File: src/rtl/pwm_pkg.sv
// Shared types for the PWM peripheral family.
package pwm_pkg;

  typedef enum logic [1:0] {
    IDLE      = 2'd0,
    WAIT_RISE = 2'd1,
    MEAS_HIGH = 2'd2,
    MEAS_LOW  = 2'd3
  } pwm_cap_state_t;

endpackage : pwm_pkg

File: src/rtl/pwm_capture_if.sv
// Control inputs and held measurement results of the PWM capture block.
interface pwm_capture_if #(
  parameter int unsigned CNT_W = 16
);

  logic             PWM_CLKE;
  logic             CAP_EN;
  logic             PWM_IN;
  logic [CNT_W-1:0] PERIOD;
  logic [CNT_W-1:0] HIGH_TIME;
  logic             VALID;
  logic             TIMEOUT;
  logic             STUCK_LVL;

  // slave: the capture block; master: the register bank / CPU side
  modport slave (
    input  PWM_CLKE,
    input  CAP_EN,
    input  PWM_IN,
    output PERIOD,
    output HIGH_TIME,
    output VALID,
    output TIMEOUT,
    output STUCK_LVL
  );

  modport master (
    output PWM_CLKE,
    output CAP_EN,
    output PWM_IN,
    input  PERIOD,
    input  HIGH_TIME,
    input  VALID,
    input  TIMEOUT,
    input  STUCK_LVL
  );

endinterface : pwm_capture_if

File: src/rtl/pwm_in_sync.sv
// Metastability synchronizer for an asynchronous single-bit input.
// Reusable for any async peripheral input; SYNC_STAGES must be at least 2.
module pwm_in_sync #(
  parameter int unsigned SYNC_STAGES = 2
) (
  input  logic clk_i,
  input  logic rst_i,
  input  logic async_i,
  output logic sync_o
);

  logic [SYNC_STAGES-1:0] sync_q;

  always_ff @(posedge clk_i) begin
    if (rst_i) begin
      sync_q <= '0;
    end else begin
      sync_q <= {sync_q[SYNC_STAGES-2:0], async_i};
    end
  end

  assign sync_o = sync_q[SYNC_STAGES-1];

endmodule : pwm_in_sync

File: src/rtl/pwm_capture.sv
// Measures period and high time of an external PWM waveform in sample ticks,
// reporting a one-cycle VALID strobe with held results, or TIMEOUT on a stuck input.
module pwm_capture
  import pwm_pkg::*;
#(
  parameter int unsigned CNT_W       = 16,
  parameter int unsigned SYNC_STAGES = 2
) (
  input  logic          CLK,
  input  logic          RST,
  pwm_capture_if.slave  bus
);

  localparam logic [CNT_W-1:0] CNT_MAX = '1;
  localparam logic [CNT_W-1:0] CNT_ONE = CNT_W'(1);

  logic             pin_sync;
  logic             s_q;
  logic             p_q;
  pwm_cap_state_t   state_q;
  logic [CNT_W-1:0] cnt_q;
  logic [CNT_W-1:0] hi_q;
  logic [CNT_W-1:0] period_q;
  logic [CNT_W-1:0] high_time_q;
  logic             valid_q;
  logic             timeout_q;
  logic             stuck_lvl_q;

  logic             tick_c;
  logic             rise_c;
  logic             fall_c;
  logic             cnt_sat_c;
  logic [CNT_W-1:0] cnt_inc_c;

  pwm_in_sync #(
    .SYNC_STAGES (SYNC_STAGES)
  ) u_pwm_in_sync (
    .clk_i   (CLK),
    .rst_i   (RST),
    .async_i (bus.PWM_IN),
    .sync_o  (pin_sync)
  );

  assign tick_c    = bus.PWM_CLKE;
  assign rise_c    = s_q & ~p_q;
  assign fall_c    = ~s_q & p_q;
  assign cnt_sat_c = (cnt_q == CNT_MAX);
  // Saturating increment so a late fall at full count cannot wrap the counter
  assign cnt_inc_c = cnt_sat_c ? cnt_q : cnt_q + CNT_ONE;

  always_ff @(posedge CLK) begin
    if (RST) begin
      s_q         <= 1'b0;
      p_q         <= 1'b0;
      state_q     <= IDLE;
      cnt_q       <= '0;
      hi_q        <= '0;
      period_q    <= '0;
      high_time_q <= '0;
      valid_q     <= 1'b0;
      timeout_q   <= 1'b0;
      stuck_lvl_q <= 1'b0;
    end else begin
      valid_q   <= 1'b0;
      timeout_q <= 1'b0;

      if (tick_c) begin
        s_q <= pin_sync;
        p_q <= s_q;
      end

      if (!bus.CAP_EN) begin
        state_q <= IDLE;
        cnt_q   <= '0;
      end else begin
        unique case (state_q)
          IDLE: begin
            cnt_q   <= '0;
            state_q <= WAIT_RISE;
          end

          // The partial cycle in flight at enable time is never reported
          WAIT_RISE: begin
            if (tick_c && rise_c) begin
              cnt_q   <= CNT_ONE;
              state_q <= MEAS_HIGH;
            end
          end

          MEAS_HIGH: begin
            if (tick_c) begin
              if (fall_c) begin
                hi_q    <= cnt_q;
                cnt_q   <= cnt_inc_c;
                state_q <= MEAS_LOW;
              end else if (cnt_sat_c) begin
                timeout_q   <= 1'b1;
                stuck_lvl_q <= s_q;
                cnt_q       <= '0;
                state_q     <= WAIT_RISE;
              end else begin
                cnt_q <= cnt_inc_c;
              end
            end
          end

          // A terminating edge takes priority over saturation on the same tick
          MEAS_LOW: begin
            if (tick_c) begin
              if (rise_c) begin
                period_q    <= cnt_q;
                high_time_q <= hi_q;
                valid_q     <= 1'b1;
                cnt_q       <= CNT_ONE;
                state_q     <= MEAS_HIGH;
              end else if (cnt_sat_c) begin
                timeout_q   <= 1'b1;
                stuck_lvl_q <= s_q;
                cnt_q       <= '0;
                state_q     <= WAIT_RISE;
              end else begin
                cnt_q <= cnt_inc_c;
              end
            end
          end

          default: begin
            state_q <= IDLE;
          end
        endcase
      end
    end
  end

  assign bus.PERIOD    = period_q;
  assign bus.HIGH_TIME = high_time_q;
  assign bus.VALID     = valid_q;
  assign bus.TIMEOUT   = timeout_q;
  assign bus.STUCK_LVL = stuck_lvl_q;

endmodule : pwm_capture

File: src/flat_wrapper.sv
// flat-port wrapper written by rule: the top's interface ports become plain ports
module pwm_capture_flat import pwm_pkg::*;
#(
  parameter int unsigned CNT_W       = 16,
  parameter int unsigned SYNC_STAGES = 2
)
  (CLK, RST, bus_PWM_CLKE, bus_CAP_EN, bus_PWM_IN, bus_PERIOD, bus_HIGH_TIME, bus_VALID, bus_TIMEOUT, bus_STUCK_LVL);
  pwm_capture_if #(.CNT_W(CNT_W)) bus_i ();
  input  logic CLK;
  input  logic RST;
  input wire logic [$bits(bus_i.PWM_CLKE)-1:0] bus_PWM_CLKE;
  input wire logic [$bits(bus_i.CAP_EN)-1:0] bus_CAP_EN;
  input wire logic [$bits(bus_i.PWM_IN)-1:0] bus_PWM_IN;
  output wire logic [$bits(bus_i.PERIOD)-1:0] bus_PERIOD;
  output wire logic [$bits(bus_i.HIGH_TIME)-1:0] bus_HIGH_TIME;
  output wire logic [$bits(bus_i.VALID)-1:0] bus_VALID;
  output wire logic [$bits(bus_i.TIMEOUT)-1:0] bus_TIMEOUT;
  output wire logic [$bits(bus_i.STUCK_LVL)-1:0] bus_STUCK_LVL;
  assign bus_i.PWM_CLKE = bus_PWM_CLKE;
  assign bus_i.CAP_EN = bus_CAP_EN;
  assign bus_i.PWM_IN = bus_PWM_IN;
  assign bus_PERIOD = bus_i.PERIOD;
  assign bus_HIGH_TIME = bus_i.HIGH_TIME;
  assign bus_VALID = bus_i.VALID;
  assign bus_TIMEOUT = bus_i.TIMEOUT;
  assign bus_STUCK_LVL = bus_i.STUCK_LVL;
  pwm_capture #(.CNT_W(CNT_W), .SYNC_STAGES(SYNC_STAGES)) u_core (.CLK(CLK), .RST(RST), .bus(bus_i));
endmodule
File: config.mk
export PLATFORM = sky130hd
export DESIGN_NAME = pwm_capture_flat
export DESIGN_NICKNAME = d
export VERILOG_FILES = /design/src/rtl/pwm_pkg.sv /design/src/rtl/pwm_capture_if.sv /design/src/rtl/pwm_in_sync.sv /design/src/rtl/pwm_capture.sv /design/src/flat_wrapper.sv
export SDC_FILE = /design/constraint.sdc
export NUM_CORES = 1
export LEC_CHECK = 0
export BUFFER_PORTS_ARGS = -buffer_cell sky130_fd_sc_hd__buf_2
export CORE_MARGIN = 2
export CORE_UTILIZATION = 60
export CTS_BUF_LIST = sky130_fd_sc_hd__clkbuf_8
export DETAILED_ROUTE_END_ITERATION = 10
export PLACE_DENSITY = 0.82
export SLEW_MARGIN = 20
export SYNTH_ARGS = -nofsm -noshare
export SYNTH_HDL_FRONTEND = slang
export SYNTH_SLANG_ARGS = --single-unit
File: constraint.sdc
create_clock -name CLK -period 5.89 [get_ports CLK]
set_clock_uncertainty 0.15 [all_clocks]
set_input_delay 0.589 -clock CLK [delete_from_list [all_inputs] [get_ports CLK]]
set_output_delay 0.589 -clock CLK [all_outputs]
set_load 0.01 [all_outputs]
* After elaboration in Yosys (flattened, before gate mapping) *
Cells that the tools add are included.

storage, ports and cells
  register bits after elaboration = 73
  latch bits = 0
  RAM bits = 0
  ROM bits = 0
  input bits = 5
  output and inout bits = 35
  word-level logic and storage cells = 65
  memories kept = 0

operators by class
  $add $sub $neg = 1
  multipliers = 0
  div/mod/pow operators = 0
  magnitude comparators = 0
  eq/ne operators = 9
  shifts and indexed selects = 0
  multiplexer cells = 28
  bitwise operators = 7
  reduce and logical (&&, ||, !) cells = 9

operators with widths
  operator                 count
  $mux W16                 7
  $pmux W16 S4             1
  $add A16 B1 Y16 const B  1
  $eq A16 B16 Y1 const B   1
  $mux W2                  6
  $mux W1                  11
  $ne A2 B2 Y1 const B     4
  $pmux W2 S4              1
  $reduce_and A4 Y1        2
  $reduce_and A6 Y1        1
  $not A1 Y1               5
  $eq A2 B2 Y1 const B     2
  $pmux W1 S2              2
  $reduce_or A4 Y1         1
  $reduce_and A3 Y1        1
  $and A1 B1 Y1            2
  $eq A2 B1 Y1 const B     1
  $logic_not A2 Y1         1
  $ne A2 B1 Y1 const B     1
  $reduce_bool A2 Y1       1
  $reduce_or A2 Y1         1
  $logic_and A1 B1 Y1      1

* Logic depth before layout (Yosys ltp) *
Gate-level depths: netlist of run 1.

  word-level depth = 6
  mapped depth = 13
  gate-level depth less buffers = 11

* Hierarchy *
A second synthesis of run 1 with hierarchy kept.

second synthesis, totals
  cells, all modules = 372
  area total of the unflattened synthesis = 3105.5 µm²

modules (own cells, without submodules)
  module       instances  cells each  area an instance (µm²)  seq. area each (µm²)
  pwm_capture  1          368         3052.9                  1421.4
  pwm_in_sync  1          4           52.6                    40.0

* Worst setup path after synthesis of run 1 *
No wires, ideal clock.

  kind = register -> register
  start = register u_core.cnt_q[1]
  end = register u_core.cnt_q[0]
  library setup time = 0.118 ns
  arrival time = 2.136 ns
  data required time = 5.622 ns
  path slack = 3.486 ns
  cell stages (with the launch flop) = 14
  buffers on the path = 2
  period minus slack after synthesis = 2.404 ns
  cell sequence = dfxtp_1 -> ha_1 -> and3_2 -> and4_4 -> and3_1 -> buf_6 -> inv_4 -> buf_6 -> ha_1 -> inv_1 -> a32oi_1 -> o2111ai_1 -> o21ai_0 -> nor2b_1

on the way
  cells in the longest elaborated chain, start to end = 6
  elaborated cells on any way between the ends = 8
  those cells by class = eq/ne (1); mux (7)

ends and longest elaborated chain
  what                                line                                   text
  start: declaration                  pwm_capture.sv:21                      logic [CNT_W-1:0] cnt_q;
  start signal: assignment            pwm_capture.sv:94                      cnt_q <= cnt_inc_c;
  start signal: assignment            pwm_capture.sv:102                     cnt_q <= cnt_inc_c;
  start signal: assignment            pwm_capture.sv:122                     cnt_q <= cnt_inc_c;
  $eq A16 B16 Y1 (*)                  pwm_capture.sv:47                      assign cnt_sat_c = (cnt_q == CNT_MAX);
  $mux W16                            pwm_capture.sv:49                      assign cnt_inc_c = cnt_sat_c ? cnt_q : cnt_q + CNT_ONE;
  $mux W16                            pwm_capture.sv:96, pwm_capture.sv:116
  $mux W16, on equally long branches  pwm_capture.sv:110, pwm_capture.sv:92
  $mux W16, on equally long branches  pwm_capture.sv:109, pwm_capture.sv:91
  $pmux W16 S4 (*)                    pwm_capture.sv:76                      unique case (state_q)

Every way passes the cells marked *; elsewhere a longest branch is shown, timed or not. The select of a mux whose other input is x is not followed.
A chain may end at the register's enable or synchronous reset.

* Final worst setup path of run 1 *
  start = register u_core.cnt_q[0]
  end = register u_core.cnt_q[0]

on the way
  cells in the longest elaborated chain, start to end = 6
  elaborated cells on any way between the ends = 9
  those cells by class = add/sub (1); eq/ne (1); mux (7)

ends and longest elaborated chain
  what                                               line
  $add A16 B1 Y16 or $eq A16 B16 Y1 (tied branches)  pwm_capture.sv:49, pwm_capture.sv:47
  $mux W16                                           pwm_capture.sv:49
  $mux W16                                           pwm_capture.sv:96, pwm_capture.sv:116
  $mux W16, on equally long branches                 pwm_capture.sv:110, pwm_capture.sv:92
  $mux W16, on equally long branches                 pwm_capture.sv:109, pwm_capture.sv:91
  $pmux W16 S4 (*)                                   pwm_capture.sv:76

Marked as above.

==> impl_metrics.json, run 1 <==
{
  "yosysMostFrequentCell": "nand2_1",
  "grt_pass1_wl_mm": 10.7,
  "regToRegSetupSlack_ns": 3.16,
  "clk_latency_ns": 0.34,
  "combPwrFrac_pct": 1.9,
  "cts.path.max_buffers": 2,
  "pin_count": 40,
  "fin_ws_ns": 3.16,
  "drive_gt1_share_pct": 18.2,
  "num_vias": 2674,
  "ys_ff_latch": 73,
  "place.gp.congestion": 0.899,
  "yosys_warnings": 0,
  "synthSimpleGateAreaFrac_pct": 25.6,
  "syn_inst": 378,
  "async_flop_share_pct": 0,
  "place_area_sq_mm": 0.00321,
  "cp_slowest_cell": "dfxtp_1",
  "synth_top_family_by_area": "simple AND/OR/NAND/NOR gates",
  "finalHoldViolCount": 0,
  "fp.coreArea_sq_mm": 0.00504,
  "p_total_mw": 0.897,
  "final_area_sq_mm": 0.00341,
  "antenna_found_initial": 0,
  "ys.flop_type": "dfxtp_1",
  "critical_path_depth": 11,
  "fin_crit_sh_pct": 46.3,
  "htree_num_levels": 3,
  "startpoint": "u_core.cnt_q[0]",
  "synth_xor_area_share_pct": 1.13,
  "first_pass_iters": 5,
  "synthTopCellsByCount": "nand2_1 (106), dfxtp_1 (73), a21oi_1 (59)",
  "num_antenna_cells": 0,
  "setup_viol": 0,
  "finalCriticalPeriod_ns": 2.73,
  "synthTopCellsByArea": "dfxtp_1 (47%), nand2_1 (13%), a21oi_1 (9.5%), buf_6 (2.5%), nand3_1 (2.3%)",
  "p_int_mw": 0.704,
  "critPathMostFrequentCell": "ha_1",
  "outcome": "complete, no violations",
  "synth_mux_area_share_pct": 0.970,
  "syn_area_sq_mm": 0.00310,
  "leakagePower_nw": 1.24,
  "ys_seq_area_share_pct": 47.2,
  "stdcell_count": 477,
  "dpl.hpwl_mm": 4.51,
  "cp_slowest_stage_delay_ns": 0.43,
  "num_rows": 26,
  "initialDrtViolationCount": 225,
  "port_buffers": 39,
  "crit_path_end": "u_core.cnt_q[0]",
  "numCtsBuffers": 9,
  "syn-mean-instance-area_sq_um": 8.19,
  "synth-compound-area-share_pct": 17.4,
  "drt-total-wl_mm": 6.75,
  "fin_tns_setup_ns": 0,
  "p_sw_share_pct": 21.6,
  "cts_resized": 0,
  "synthAdderAreaFrac_pct": 0.808,
  "vias_per_cell": 5.61,
  "globalRouteTotalUtil_pct": 24.8,
  "p_per_area_mw_per_mm2": 263,
  "grt_overflow": 0,
  "power.switching_mw": 0.193,
  "clock-sinks": 73,
  "r2r-start": "u_core.cnt_q[0]",
  "synth_edf_count": 0,
  "arrival_ns": 2.81,
  "finalMaxSlewViolations": 0,
  "wl_per_cell_microns": 14.1,
  "rsz0062_at_grt": "no",
  "crit_buf_inv": 2,
  "crit_family": "simple AND/OR/NAND/NOR gates",
  "crit_required_ns": 5.97,
  "netlist.area_leader.share_pct": 47.2,
  "max_freq_mhz": 367,
  "hp-class": "flip-flop to flip-flop",
  "dieArea_sq_mm": 0.00575,
  "clk_pin_slew_ns": 0.07,
  "drc": 0,
  "grt_pass1_vias": 2271,
  "max-cap-violations": 0,
  "die_y_microns": 75.8,
  "cp-start-kind": "flip-flop",
  "p_clk_share_pct": 42.7,
  "cts_tree": "built",
  "synth_cell_type_count": 50,
  "crit_fanout": 14,
  "slew_headroom_pct": 36.6,
  "p_seq_share_pct": 55.4,
  "worstSetupPathType": "flip-flop to flip-flop",
  "final_nets": 410,
  "endpoint_kind": "flip-flop",
  "start_util_pct": 61.4,
  "ir_worst_vdd_mv": 0.152,
  "rr_worst_depth": 11,
  "timing.rr.end": "u_core.cnt_q[0]",
  "drtAntennaViolNets": 0,
  "root_buffer": "clkbuf_8",
  "postCtsSetupBuffers": 0,
  "dp.cells": 462,
  "die_x_microns": 75.8,
  "grt_max_degree": 57,
  "syn_to_final_growth_pct": 10.1,
  "yosys.area.top_type": "dfxtp_1",
  "place_ws_ns": 3.21,
  "tightest_slew_ns": 0.950,
  "fillers": 408,
  "syn-num-nets": 385,
  "worstPathCellList": "ha_1 -> and3_2 -> and4_4 -> and3_1 -> inv_4 -> ha_1 -> inv_1 -> a32oi_1 -> o2111ai_1 -> o21ai_0 -> nor2b_1",
  "cts_hold_buf": 0
}
## through the flow
step           hold WS (ns)  util [%]
4_1_cts               0.304      67.6
6_report              0.295      67.6
3_5_place_dp          0.283      63.7
5_1_grt               0.315      67.6
2_1_floorplan         0.264         -
3_3_place_gp          0.266      63.6
## area by class of cell
type	count	area (sq um)	share of cell area [%]
clock buffers	10	138	4.04
multi-input cells	272	1430	42.0
clock inverters	5	56.3	1.65
inverters	6	25.0	0.734
repair buffers	41	210	6.17
well taps	70	87.6	2.57
flip-flops and latches	73	1460	42.9
## cells in the final DEF (no fill, tap or decap), types with 5 or more instances in the layout
cell	synthesis	layout
inv_1	5	5
a21oi_1	59	59
dfxtp_1	73	73
nand3_1	14	13
nand2_1	106	106
nor2_1	15	14
a31oi_1	7	7
o21ai_0	8	8
nand4_1	6	6
buf_2	1	39
clkbuf_8	0	10
and3_1	5	5
## state kept, by name, summed over array words and instances, names as in the netlist
name,cells
u_core.bus.TIMEOUT,1
u_core.u_pwm_in_sync.sync_q,2
u_core.bus.PERIOD,16
u_core.bus.HIGH_TIME,16
u_core.s_q,1
u_core.hi_q,16
u_core.bus.STUCK_LVL,1
u_core.p_q,1
u_core.cnt_q,16
u_core.state_q,2
u_core.bus.VALID,1
## kinds of logic after synthesis
logic type,count (synthesis)
and+or+nand+nor,172
buffers and inverters,33
xor gates and xnor gates,4
muxes,3
adders and majority gates,2
AOI/OAI and AO/OA,91
DFF,73
## routing by layer
metal  vias up  part of all wire [%]  routed length (microns)  global-route usage (%)
met5         -                     0                        0                       0
met3        18                   6.1                      409                    5.16
li1       1340                     -                        -                       -
met2       102                    46                     3130                    37.2
met4         0                   2.5                      172                    12.9
met1      1214                    45                     3030                    33.7
## power by group through the flow
| stage | combinational, mW | sequential (mW) | clock (mW) |
|---|---|---|---|
| after floorplan | 0.0150 | 0.507 | 0 |
| after global placement | 0.0168 | 0.508 | 0 |
| after detailed placement | 0.0170 | 0.508 | 0 |
| after CTS | 0.0171 | 0.497 | 0.390 |
| after global routing | 0.0195 | 0.497 | 0.413 |
| final | 0.0173 | 0.497 | 0.383 |
## how the worst min path moves through the flow
stage                                        start  cells after the start                              to  slack (ns)
floorplan           u_core.u_pwm_in_sync.sync_q[0]                      1  u_core.u_pwm_in_sync.sync_q[1]        0.26
global placement    u_core.u_pwm_in_sync.sync_q[0]                      1  u_core.u_pwm_in_sync.sync_q[1]        0.27
detailed placement  u_core.u_pwm_in_sync.sync_q[0]                      1  u_core.u_pwm_in_sync.sync_q[1]        0.28
CTS                        u_core.bus.HIGH_TIME[1]                      2         u_core.bus.HIGH_TIME[1]        0.30
global route        u_core.u_pwm_in_sync.sync_q[0]                      1  u_core.u_pwm_in_sync.sync_q[1]        0.32
finish              u_core.u_pwm_in_sync.sync_q[0]                      1  u_core.u_pwm_in_sync.sync_q[1]        0.30
(Power assumes the default switching activity.)
==> inputs of run 2 (changes only) <==
--- a/config.mk
+++ b/config.mk
@@ -7,10 +7,10 @@
 export LEC_CHECK = 0
 export BUFFER_PORTS_ARGS = -buffer_cell sky130_fd_sc_hd__buf_2
 export CORE_MARGIN = 2
-export CORE_UTILIZATION = 60
+export CORE_UTILIZATION = 59
 export CTS_BUF_LIST = sky130_fd_sc_hd__clkbuf_8
 export DETAILED_ROUTE_END_ITERATION = 10
-export PLACE_DENSITY = 0.82
+export PLACE_DENSITY = 0.81
 export SLEW_MARGIN = 20
 export SYNTH_ARGS = -nofsm -noshare
 export SYNTH_HDL_FRONTEND = slang
==> constraint.sdc (replaced) <==
create_clock -name CLK -period 2.6 [get_ports CLK]
set_clock_uncertainty 0.15 [all_clocks]
set_input_delay 0.26 -clock CLK [delete_from_list [all_inputs] [get_ports CLK]]
set_output_delay 0.26 -clock CLK [all_outputs]
set_load 0.01 [all_outputs]
==> run 2 against run 1 <==
First-iteration DRC count shrank 2.2%. Largest cell class unchanged. Utilization grew 2.1 points. Maximum frequency grew 16%. Worst hold slack worse by 0.17 ns. Design area increased by 3.7%. Setup slack worse by 2.9 ns. Total power rose by 140%. Global-route usage decreased by 1.5 points. Critical endpoint unchanged.
==> impl_metrics.json, run 2 (synthesized netlist as in run 1, its figures left out) <==
{
  "clock-sinks": 73,
  "hp-class": "input port to flip-flop",
  "cts_resized": 0,
  "rsz0062_at_grt": "no",
  "die_y_microns": 76.4,
  "wl_met2_mm": 3.02,
  "min_from": "bus_PWM_CLKE",
  "drtAntennaViolNets": 0,
  "place_area_sq_mm": 0.00330,
  "crit_fanout": 14,
  "worst_hold_slack_ns": 0.122,
  "p_int_mw": 1.70,
  "max_freq_mhz": 427,
  "initialDrtViolationCount": 220,
  "place.gp.congestion": 0.871,
  "cp-start-kind": "flip-flop",
  "min_path_cells": 3,
  "r2r-start": "u_core.cnt_q[0]",
  "p_per_area_mw_per_mm2": 613,
  "leakagePower_nw": 1.33,
  "layout_commonest_cell": "nand2_1",
  "clk_latency_ns": 0.35,
  "fp.coreArea_sq_mm": 0.00507,
  "grt_overflow": 0,
  "grt_pass1_wl_mm": 11.1,
  "antenna_found_initial": 0,
  "syn_to_final_growth_pct": 14.2,
  "layout_common_cells": "nand2_1 (106), dfxtp_1 (73), a21oi_1 (59), buf_2 (39)",
  "startpoint": "u_core.cnt_q[0]",
  "drc": 0,
  "numCtsBuffers": 9,
  "arrival_ns": 2.43,
  "finalMaxSlewViolations": 0,
  "outcome": "complete, no violations",
  "crit_required_ns": 2.68,
  "rr_worst_depth": 11,
  "power.switching_mw": 0.461,
  "max-cap-violations": 0,
  "clk_pin_slew_ns": 0.08,
  "fin_tns_setup_ns": 0,
  "die_x_microns": 76.4,
  "topRoutingLayerUsed": "met4",
  "drt-total-wl_mm": 6.58,
  "fin_crit_sh_pct": 90.1,
  "endpoint_kind": "flip-flop",
  "final_nets": 423,
  "setup_viol": 0,
  "num_vias": 2704,
  "fin_util_pct": 69.6,
  "first_pass_iters": 5,
  "p_seq_share_pct": 51.9,
  "pin_count": 40,
  "slew_headroom_pct": 57.3,
  "grt_pass1_vias": 2435,
  "num_rows": 26,
  "finalCriticalPeriod_ns": 2.34,
  "grt_max_degree": 55,
  "cts_tree": "built",
  "vias_per_cell": 5.51,
  "p_sw_share_pct": 21.3,
  "htree_num_levels": 3,
  "cts.path.max_buffers": 2,
  "finalHoldViolCount": 0,
  "p_clk_share_pct": 46.0,
  "regToRegSetupSlack_ns": 0.26,
  "globalRouteTotalUtil_pct": 23.3,
  "timing.rr.end": "u_core.cnt_q[0]",
  "num_antenna_cells": 0,
  "port_buffers": 39,
  "dieArea_sq_mm": 0.00584,
  "wl_per_cell_microns": 13.4,
  "final_area_sq_mm": 0.00353,
  "root_buffer": "clkbuf_8",
  "start_util_pct": 61.0,
  "drive_gt1_share_pct": 20.4,
  "hold_end": "u_core.state_q[1]",
  "worstSetupPathType": "flip-flop to flip-flop",
  "ir_worst_vdd_mv": 0.360,
  "m1WireLength_mm": 3.12,
  "combPwrFrac_pct": 2.0,
  "tightest_slew_ns": 0.640,
  "route.met3.wl_microns": 336,
  "dpl.hpwl_mm": 4.37
}
## run 2: cell count changes in the layout (fill, tap and decap cells not counted), sizes merged
cell | previous run | this run
inv | 6 | 8
clkinv | 3 | 2
dlygate4sd3 | 0 | 1
clkinvlp | 1 | 0
buf | 41 | 53
bufinv | 1 | 2
## run 2: worst max-delay path by stage
stage	depth (start not counted)	slack, ns	end
3_5_place_dp	11	0.27	u_core.cnt_q[0]
2_1_floorplan	13	0.20	u_core.cnt_q[0]
3_3_place_gp	11	0.35	u_core.cnt_q[0]
5_1_grt	11	0.12	u_core.cnt_q[0]
4_1_cts	11	0.26	u_core.cnt_q[0]
6_report	11	0.26	u_core.cnt_q[0]
## run 2: worst max-delay path, stage by stage (launching register included)
cell and delay, ns:
dfxtp_1 0.34, ha_1 0.18, and3_2 0.22, and4_4 0.23
and3_1 0.21, inv_4 0.09, ha_1 0.22, inv_1 0.08
a32oi_1 0.11, o2111ai_1 0.19, o21ai_0 0.09, nor2b_1 0.13
## run 2: repair_timing
action | 4_1_cts | 5_1_grt
hold buffers | 1 | 0
hold endpoints to repair | 1 | 0
setup buffers | 0 | 0
## run 2: area by class of cell
class | count | area (sq um)
Fill cell | 406 | 1540
Tap cell | 70 | 87.6
Sequential cell | 73 | 1460
Clock inverter | 6 | 87.6
Inverter | 6 | 25.0
Clock buffer | 10 | 138
Multi-Input combinational cell | 272 | 1430
Timing Repair Buffer | 54 | 310
## run 2: per-layer routing
layer	track usage, %	vias to the layer above
li1	-	1372
met1	31.1	1237
met2	35.5	85
met3	6.52	10
met4	10.2	0
met5	0	-
## run 2: power by group through the flow
stage	logic, mW	clock network, mW	registers [mW]
3_3_place_gp	0.0416	0	1.15
5_1_grt	0.0470	1.07	1.12
4_1_cts	0.0435	1.01	1.12
2_1_floorplan	0.0340	0	1.15
3_5_place_dp	0.0419	0	1.15
6_report	0.0442	0.997	1.12
## run 2: per-stage QoR
step | cells | worst slack (ns) | total power, mW
final | 491 | 0.258 | 2.17
after detailed placement | 474 | 0.267 | 1.19
after global placement | 474 | 0.345 | 1.19
after CTS | 491 | 0.256 | 2.18
after floorplan | 378 | 0.196 | 1.18
after global routing | 491 | 0.116 | 2.24
